==> src/rtl/dmem_responder_if.sv <==
// Request/response bus between the memory-access stage and dmem_responder.
// The master drives requests; the slave returns ready, read data and buffer occupancy.
interface dmem_responder_if;
    logic        req_valid;
    logic        req_write;
    logic [15:0] req_addr;
    logic [15:0] req_wdata;
    logic        req_ready;
    logic        rsp_valid;
    logic [15:0] rsp_data;
    logic [1:0]  wb_count;

    modport master (
        output req_valid, req_write, req_addr, req_wdata,
        input  req_ready, rsp_valid, rsp_data, wb_count
    );

    modport slave (
        input  req_valid, req_write, req_addr, req_wdata,
        output req_ready, rsp_valid, rsp_data, wb_count
    );
endinterface

==> src/rtl/dmem_responder.sv <==
// Single-port 16-bit data memory with a 2-entry posted write buffer, read forwarding
// and a fixed read latency; drains buffered writes only in idle, handshake-free cycles.
module dmem_responder #(
    parameter int ADDR_W   = 8,
    parameter int READ_LAT = 2
) (
    input  logic              clk,
    input  logic              reset_n,
    dmem_responder_if.slave   bus
);
    localparam int         DEPTH  = 1 << ADDR_W;
    localparam logic [0:0] S_IDLE = 1'b0;
    localparam logic [0:0] S_READ = 1'b1;
    localparam logic [2:0] LAT_M1 = 3'(READ_LAT - 1);

    logic [0:0]        r_state;
    logic [2:0]        r_cnt;
    logic [ADDR_W-1:0] r_raddr;
    logic [15:0]       r_rsp_data;
    logic [1:0]        r_wb_cnt;
    logic [ADDR_W-1:0] r_wb_addr [2];
    logic [15:0]       r_wb_data [2];
    logic [15:0]       r_mem     [DEPTH];

    logic [ADDR_W-1:0] w_req_addr;
    logic              w_final;
    logic              w_ready;
    logic              w_hs;
    logic              w_rd_acc;
    logic              w_wr_acc;
    logic              w_drain;
    logic [15:0]       w_fwd_data;
    logic              w_unused_addr_hi;

    assign w_req_addr       = bus.req_addr[ADDR_W-1:0];
    assign w_unused_addr_hi = ^bus.req_addr[15:ADDR_W];

    assign w_final  = (r_state == S_READ) && (r_cnt == 3'd0);
    assign w_ready  = ((r_state == S_IDLE) || w_final) && (r_wb_cnt != 2'd2);
    assign w_hs     = bus.req_valid && w_ready;
    assign w_rd_acc = w_hs && !bus.req_write;
    assign w_wr_acc = w_hs && bus.req_write;
    // The array port is free only when idle and no new request is taken.
    assign w_drain  = (r_state == S_IDLE) && !w_hs && (r_wb_cnt != 2'd0);

    // Slot 1 is always younger than slot 0, so it is checked first.
    always_comb begin
        w_fwd_data = r_mem[r_raddr];
        if ((r_wb_cnt == 2'd2) && (r_wb_addr[1] == r_raddr)) begin
            w_fwd_data = r_wb_data[1];
        end else if ((r_wb_cnt != 2'd0) && (r_wb_addr[0] == r_raddr)) begin
            w_fwd_data = r_wb_data[0];
        end
    end

    always_ff @(posedge clk or negedge reset_n) begin
        if (!reset_n) begin
            r_state    <= S_IDLE;
            r_cnt      <= 3'd0;
            r_rsp_data <= 16'h0000;
            r_wb_cnt   <= 2'd0;
        end else begin
            case (r_state)
                S_IDLE: begin
                    if (w_rd_acc) begin
                        r_state <= S_READ;
                        r_cnt   <= LAT_M1;
                    end
                end
                S_READ: begin
                    if (r_cnt != 3'd0) begin
                        r_cnt <= r_cnt - 3'd1;
                    end else begin
                        r_rsp_data <= w_fwd_data;
                        if (w_rd_acc) begin
                            r_cnt <= LAT_M1;
                        end else begin
                            r_state <= S_IDLE;
                        end
                    end
                end
                default: begin
                    r_state <= S_IDLE;
                    r_cnt   <= 3'd0;
                end
            endcase

            if (w_wr_acc) begin
                r_wb_cnt <= r_wb_cnt + 2'd1;
            end else if (w_drain) begin
                r_wb_cnt <= r_wb_cnt - 2'd1;
            end
        end
    end

    // Data path: not reset; validity is tracked by the control registers above.
    always_ff @(posedge clk) begin
        if (w_rd_acc) begin
            r_raddr <= w_req_addr;
        end
        if (w_wr_acc) begin
            if (r_wb_cnt == 2'd0) begin
                r_wb_addr[0] <= w_req_addr;
                r_wb_data[0] <= bus.req_wdata;
            end else begin
                r_wb_addr[1] <= w_req_addr;
                r_wb_data[1] <= bus.req_wdata;
            end
        end else if (w_drain) begin
            r_mem[r_wb_addr[0]] <= r_wb_data[0];
            r_wb_addr[0]        <= r_wb_addr[1];
            r_wb_data[0]        <= r_wb_data[1];
        end
    end

    assign bus.req_ready = w_ready;
    assign bus.rsp_valid = w_final;
    assign bus.rsp_data  = w_final ? w_fwd_data : r_rsp_data;
    assign bus.wb_count  = r_wb_cnt;
endmodule

==> src/flat_wrapper.sv <==
// flat-port wrapper written by rule: the top's interface ports become plain ports
module dmem_responder_flat 
#(
    parameter int ADDR_W   = 8,
    parameter int READ_LAT = 2
)
  (clk, reset_n, bus_req_valid, bus_req_write, bus_req_addr, bus_req_wdata, bus_req_ready, bus_rsp_valid, bus_rsp_data, bus_wb_count);
  dmem_responder_if bus_i ();
  input  logic clk;
  input  logic reset_n;
  input wire logic [$bits(bus_i.req_valid)-1:0] bus_req_valid;
  input wire logic [$bits(bus_i.req_write)-1:0] bus_req_write;
  input wire logic [$bits(bus_i.req_addr)-1:0] bus_req_addr;
  input wire logic [$bits(bus_i.req_wdata)-1:0] bus_req_wdata;
  output wire logic [$bits(bus_i.req_ready)-1:0] bus_req_ready;
  output wire logic [$bits(bus_i.rsp_valid)-1:0] bus_rsp_valid;
  output wire logic [$bits(bus_i.rsp_data)-1:0] bus_rsp_data;
  output wire logic [$bits(bus_i.wb_count)-1:0] bus_wb_count;
  assign bus_i.req_valid = bus_req_valid;
  assign bus_i.req_write = bus_req_write;
  assign bus_i.req_addr = bus_req_addr;
  assign bus_i.req_wdata = bus_req_wdata;
  assign bus_req_ready = bus_i.req_ready;
  assign bus_rsp_valid = bus_i.rsp_valid;
  assign bus_rsp_data = bus_i.rsp_data;
  assign bus_wb_count = bus_i.wb_count;
  dmem_responder #(.ADDR_W(ADDR_W), .READ_LAT(READ_LAT)) u_core (.clk(clk), .reset_n(reset_n), .bus(bus_i));
endmodule
==> config.mk <==
export PLATFORM = sky130hd
export DESIGN_NAME = dmem_responder_flat
export DESIGN_NICKNAME = d
export VERILOG_FILES = /design/src/rtl/dmem_responder_if.sv /design/src/rtl/dmem_responder.sv /design/src/flat_wrapper.sv
export SDC_FILE = /design/constraint.sdc
export NUM_CORES = 2
export LEC_CHECK = 0
export CAP_MARGIN = 20
export CORE_UTILIZATION = 47
export DETAILED_ROUTE_END_ITERATION = 7
export MAX_ROUTING_LAYER = met4
export PLACE_DENSITY_LB_ADDON = 0.15
export SYNTH_ARGS = -nofsm -noshare
export SYNTH_HDL_FRONTEND = slang
export SYNTH_MEMORY_MAX_BITS = 65536
export SYNTH_SLANG_ARGS = --single-unit
==> constraint.sdc <==
create_clock -name clk -period 17.43 [get_ports clk]
set_clock_uncertainty 0.05 [all_clocks]
set_input_delay 3.486 -clock clk [delete_from_list [all_inputs] [get_ports clk]]
set_output_delay 3.486 -clock clk [all_outputs]
set_load 0.01 [all_outputs]
Word level (Yosys, flattened, before mapping)

Memories as Yosys holds them, arrays and structs flattened. A register that Yosys moved wholly into a read port is not among the register bits.
Index checks and enable logic that the tools add are counted.
W data, S select, Z words.

Eq/ne operators: 4
$add $sub $neg: 3
Reduce and logical (&&, ||, !) cells: 20
Mux-type cells: 29
Bitwise logic cells: 4

Operator list:

| operator              | number |
|---|---|
| $mux W16              | 5 |
| $mux W8               | 3 |
| $eq A8 B8 Y1          | 2 |
| $reduce_or A16 Y1     | 1 |
| $mux W1               | 15 |
| $logic_and A1 B1 Y1   | 9 |
| $reduce_or A8 Y1      | 1 |
| $mux W3               | 2 |
| $pmux W3 S2           | 1 |
| $mux W2               | 2 |
| $reduce_bool A2 Y1    | 2 |
| $logic_not A3 Y1      | 1 |
| $reduce_bool A3 Y1    | 1 |
| $sub A3 B1 Y3 const B | 1 |
| $add A2 B1 Y2 const B | 1 |
| $eq A2 B2 Y1 const B  | 1 |
| $logic_not A1 Y1      | 2 |
| $logic_not A2 Y1      | 1 |
| $ne A2 B2 Y1 const B  | 1 |
| $not A1 Y1            | 2 |
| $or A1 B1 Y1          | 2 |
| $pmux W1 S2           | 1 |
| $reduce_and A2 Y1     | 1 |
| $sub A2 B1 Y2 const B | 1 |
| $logic_or A1 B1 Y1    | 1 |

Memories kept: 3
Output and inout bits: 20
Register bits after elaboration: 30
Memory bits (writable): 4,144
Logic and storage cells: 68

Memory list:

| memory           | words | bits a word | rd ports | clocked after Yosys merged registers in | wr ports | RTL line             | source |
|---|---|---|---|---|---|---|---|
| u_core.r_mem     | 256   | 16          | 1        | 1                                       | 1        | dmem_responder.sv:23 | `logic [15:0] r_mem [DEPTH];` |
| u_core.r_wb_data | 2     | 16          | 2        | 0                                       | 1        | dmem_responder.sv:22 | `logic [15:0] r_wb_data [2];` |
| u_core.r_wb_addr | 2     | 8           | 2        | 0                                       | 1        | dmem_responder.sv:21 | `logic [ADDR_W-1:0] r_wb_addr [2];` |

Logic depth before layout (Yosys ltp)

Depth after elaboration: 13
Mapped depth: 14
Depth with buffers taken out: 9

Least setup slack after synthesis

No wires, ideal clock.

Path type: register to output
Start: memory u_core.r_wb_data[0][4]
End: output bus_rsp_data[4]
Setup slack: 9.112 ns
Path buffers: 0
Cell stages (with the launch flop): 5
Arrival time: 4.782 ns
Cells stage by stage: edfxtp_1 -> o21ai_0 -> a2111oi_0 -> and4b_1 -> or4_1

RTL lines:

| element     | RTL line             | source |
|---|---|---|
| from (decl) | dmem_responder.sv:22 |  |
| to (decl)   | flat_wrapper.sv:17   | `output wire logic [$bits(bus_i.rsp_data)-1:0] bus_rsp_data;` |

==> impl_results.md <==
- Critical path data required time: between 10 and 15 ns
- R2r worst-path depth: 13
- Worst Setup End Kind: primary output
- H-tree depth reported by CTS: 5
- CP Max Fanout: 67
- Floorplan die height: just under 600 um
- Final critical path time including I/O delays and setup: 11.48 ns
- Post-synthesis instance area: ~160000 um^2
- Clock-pin slew of the registers on the worst-case setup and hold paths: around 0.070 ns
- RSZ-0062 raised after global routing: no
- Layout cells sized above 1: between 20% and 30%
- Element type at the critical path start: flip-flop
- Later-pin clock latency in the skew report: 0.98 ns
- Register-to-register path setup slack: about 11 ns
- Post-synthesis sequential element count: 4182
- Post-Syn Nets: between 7000 and 8000
- Worst IR drop on VDD: 0.132 mV
- Run status: complete, but fails checks
- Antenna-violating nets left: 0
- Initial Util: between 40% and 50%
- Overall die width: 589 um
- Data arrival time of the critical path: 7.94 ns
- Vias in the first global route: about 80000
- Buffer cell driving the clock tree root: clkbuf_16
- Core footprint: around 340000 um^2
- Antenna violations before repair: 28
- Deepest clock path buffer count: 4
- Critical Path Most Common Cell: buf_4
- Number of synthesized flops with an enable pin: around 4200
- Global-route total usage across every layer: between 20% and 30%
- Count of yosys warnings during synthesis: 0
- Failing checks: max-slew violations
- TritonCTS sink count: 4182
- Post-synthesis cell type with the largest combined area: edfxtp_1
- Average vias per placed instance: 6.32
- Area share of the largest cell type after synthesis: approximately three quarters
- Leading cell type by number of instances after synthesis: edfxtp_1
- Final-report hold violation count: 0
- Number of pins exceeding their max-slew limit in the final report: just over 60
- Row Count: 215
- DRT Pass-1 Iters: 6
- Number of filler cells placed in the layout: roughly 26000
- Post-detail-place hpwl: between 200 and 300 mm
- Synthesized netlist cell count: about 7500
- Maximum single-stage delay on the critical path: roughly 0.94 ns
- Normalized max-slew margin: -2.98%
- Ratio of final minimum period to clock period: 65.9%
- Routability congestion estimate: 0.937
- Final Routed Wirelength: about 470 mm
- Maximum number of pins on one net before global-route repair: 209
- Max-capacitance violation count: 0
- DRC violation count after routing: 0
- Destination of the critical timing path: bus_rsp_data[12]
- Aggregate negative setup slack: 0 ns
- Cell Pwr Density: 143 nW/um^2
- Total overflow reported by the global router: 0
- Count of routing violations after the opening detailed-route iteration: between 10000 and 15000
- Pin slew with the least headroom to its limit: 1.54 ns
- Reg-to-reg endpoint: u_core.r_rsp_data[12]
- Quantity of hold-fixing buffers added after cts: 0
- Setup-failing EPs final: 0
- Number of different library cells in the post-synthesis netlist: between 80 and 90
- Total Power: between 20000 and 30000 uW
- Classification of the worst-slack hold path: flip-flop to flip-flop
- Total via count after detailed routing: 81550
- Leakage power: 0.0574 uW
- Number of buffers created by CTS: between 400 and 500
- Post-CTS Setup Repair Bufs: 0
- Library cell contributing the largest single delay on the critical path: a311oi_2
- Top FF cell, synth: edfxtp_1
- CTS-repair resized insts: 0
- Avg Cell Area, Syn: approximately 22 um^2
- First-pass GRT wire length: 649 mm
- Share of synthesized flip-flops with an asynchronous set or reset: less than 1%
- Maximum achievable frequency: 0.0871 GHz
- Classification of the worst setup path: flip-flop to primary output
- Area growth from synthesis to final layout: 13.0%
- Die Outline Area: about 350000 um^2
- CTS tree: done
- CP Cell Sequence: buf_12 -> buf_4 -> buf_4 -> nand2b_1 -> buf_4 -> o22ai_1 -> nor3_1 -> nor4_1 -> buf_4 -> a311oi_2 -> a2111oi_0 -> buf_4 -> a21oi_1 -> clkdlybuf4s50_1
- Main area contributors after synthesis: edfxtp_1, mux4_2, mux2i_1
- Part of the Yosys area used for sequential elements: between 70% and 80%
- Top Ports: between 50 and 60
- Fin nets: roughly 8000
- Number of I/O port buffers: 47
- Most numerous cell types in the synthesized netlist: edfxtp_1, mux4_2, nor2_1
- Detailed-route wire length per cell: about 37 um
registers in the layout (all words and copies together) (netlist names), named ones only:
name                 cells
u_core.bus.wb_count      2
u_core.r_cnt             3
u_core.r_mem          4096
u_core.r_raddr           8
u_core.r_rsp_data       16
u_core.r_state           1
u_core.r_wb_addr        16
u_core.r_wb_data        32
per-layer routing:
layer	global-route usage (%)	part of all wire (%)	routed length, um
met5	-	0	0
met4	11.0	4.4	20600
met3	5.96	9.0	42300
met2	42.9	48	225000
met1	36.5	39	184000
critical path, delay by kind of cell, from the launching register on:
kind	cells	cell delay [ns]
AO/OA/AOI/OAI	4	1.53
buffers and inverters	7	3.40
flip-flops	1	0.84
AND/OR/NAND/NOR	3	1.02
layout make-up:
cell class | count | area [um^2] | area share [%]
tap | 4557 | 5700 | 3.11
sequential | 4182 | 125000 | 68.5
clock inverter | 235 | 1890 | 1.03
inverter | 10 | 50.0 | 0.0273
timing repair buffer | 508 | 4640 | 2.54
clock buffer | 535 | 11200 | 6.12
antenna | 25 | 62.6 | 0.0342
multi-input combinational | 2857 | 34100 | 18.6
worst min path at each step:
| stage | depth (start not counted) | slack (ns) | start | to |
|---|---|---|---|---|
| global placement | 2 | 0.48 | u_core.r_cnt[1] | u_core.r_cnt[1] |
| floorplan | 2 | 0.45 | u_core.r_cnt[1] | u_core.r_cnt[1] |
| global route | 2 | 0.52 | u_core.r_cnt[1] | u_core.r_cnt[1] |
| CTS | 2 | 0.51 | u_core.r_cnt[1] | u_core.r_cnt[1] |
| finish | 1 | 0.51 | u_core.bus.wb_count[1] | u_core.bus.wb_count[1] |
| detailed placement | 2 | 0.50 | u_core.r_cnt[1] | u_core.r_cnt[1] |
kinds of logic after synthesis:
group	Yosys count	synth area share, %
DFF	4182	77.4
muxes	1327	15.4
and+or+nand+nor	852	2.40
AOI/OAI and AO/OA	659	2.90
buffers and inverters	442	1.82
xor gates and xnor gates	17	0.0919
adders and majority gates	2	0.0154
power by group:
group	internal, uW	leakage (uW)	switching [uW]
Sequential	12200	0.0377	127
Combinational	1480	0.0133	3640
Clock	4920	0.00642	3790
Total	18600	0.0574	7560
layout by cell type (no fill, tap or decap), types with 81 or more instances in the layout:
| cell | count |
|---|---|
| a21oi_1 | 81 |
| a22oi_1 | 81 |
| buf_4 | 387 |
| clkbuf_1 | 103 |
| clkbuf_16 | 432 |
| clkinv_1 | 102 |
| edfxtp_1 | 4152 |
| mux2_2 | 126 |
| mux2i_1 | 290 |
| mux4_2 | 881 |
| nand2_1 | 186 |
| nor2_1 | 262 |
| nor2_2 | 87 |
| o221ai_1 | 107 |
| o22ai_1 | 110 |
metrics by stage:
step	std cells	util [%]	hold WS (ns)	instance area [um^2]	worst slack [ns]
floorplan	7481	-	0.447	162000	9.11
global placement	12059	49.3	0.480	169000	7.09
detailed placement	12091	49.4	0.501	170000	7.10
CTS	12861	53.3	0.509	183000	6.04
global route	12898	53.4	0.519	183000	5.93
finish	12909	53.4	0.509	183000	5.95
Note: power is estimated with default switching activity, not from simulation.
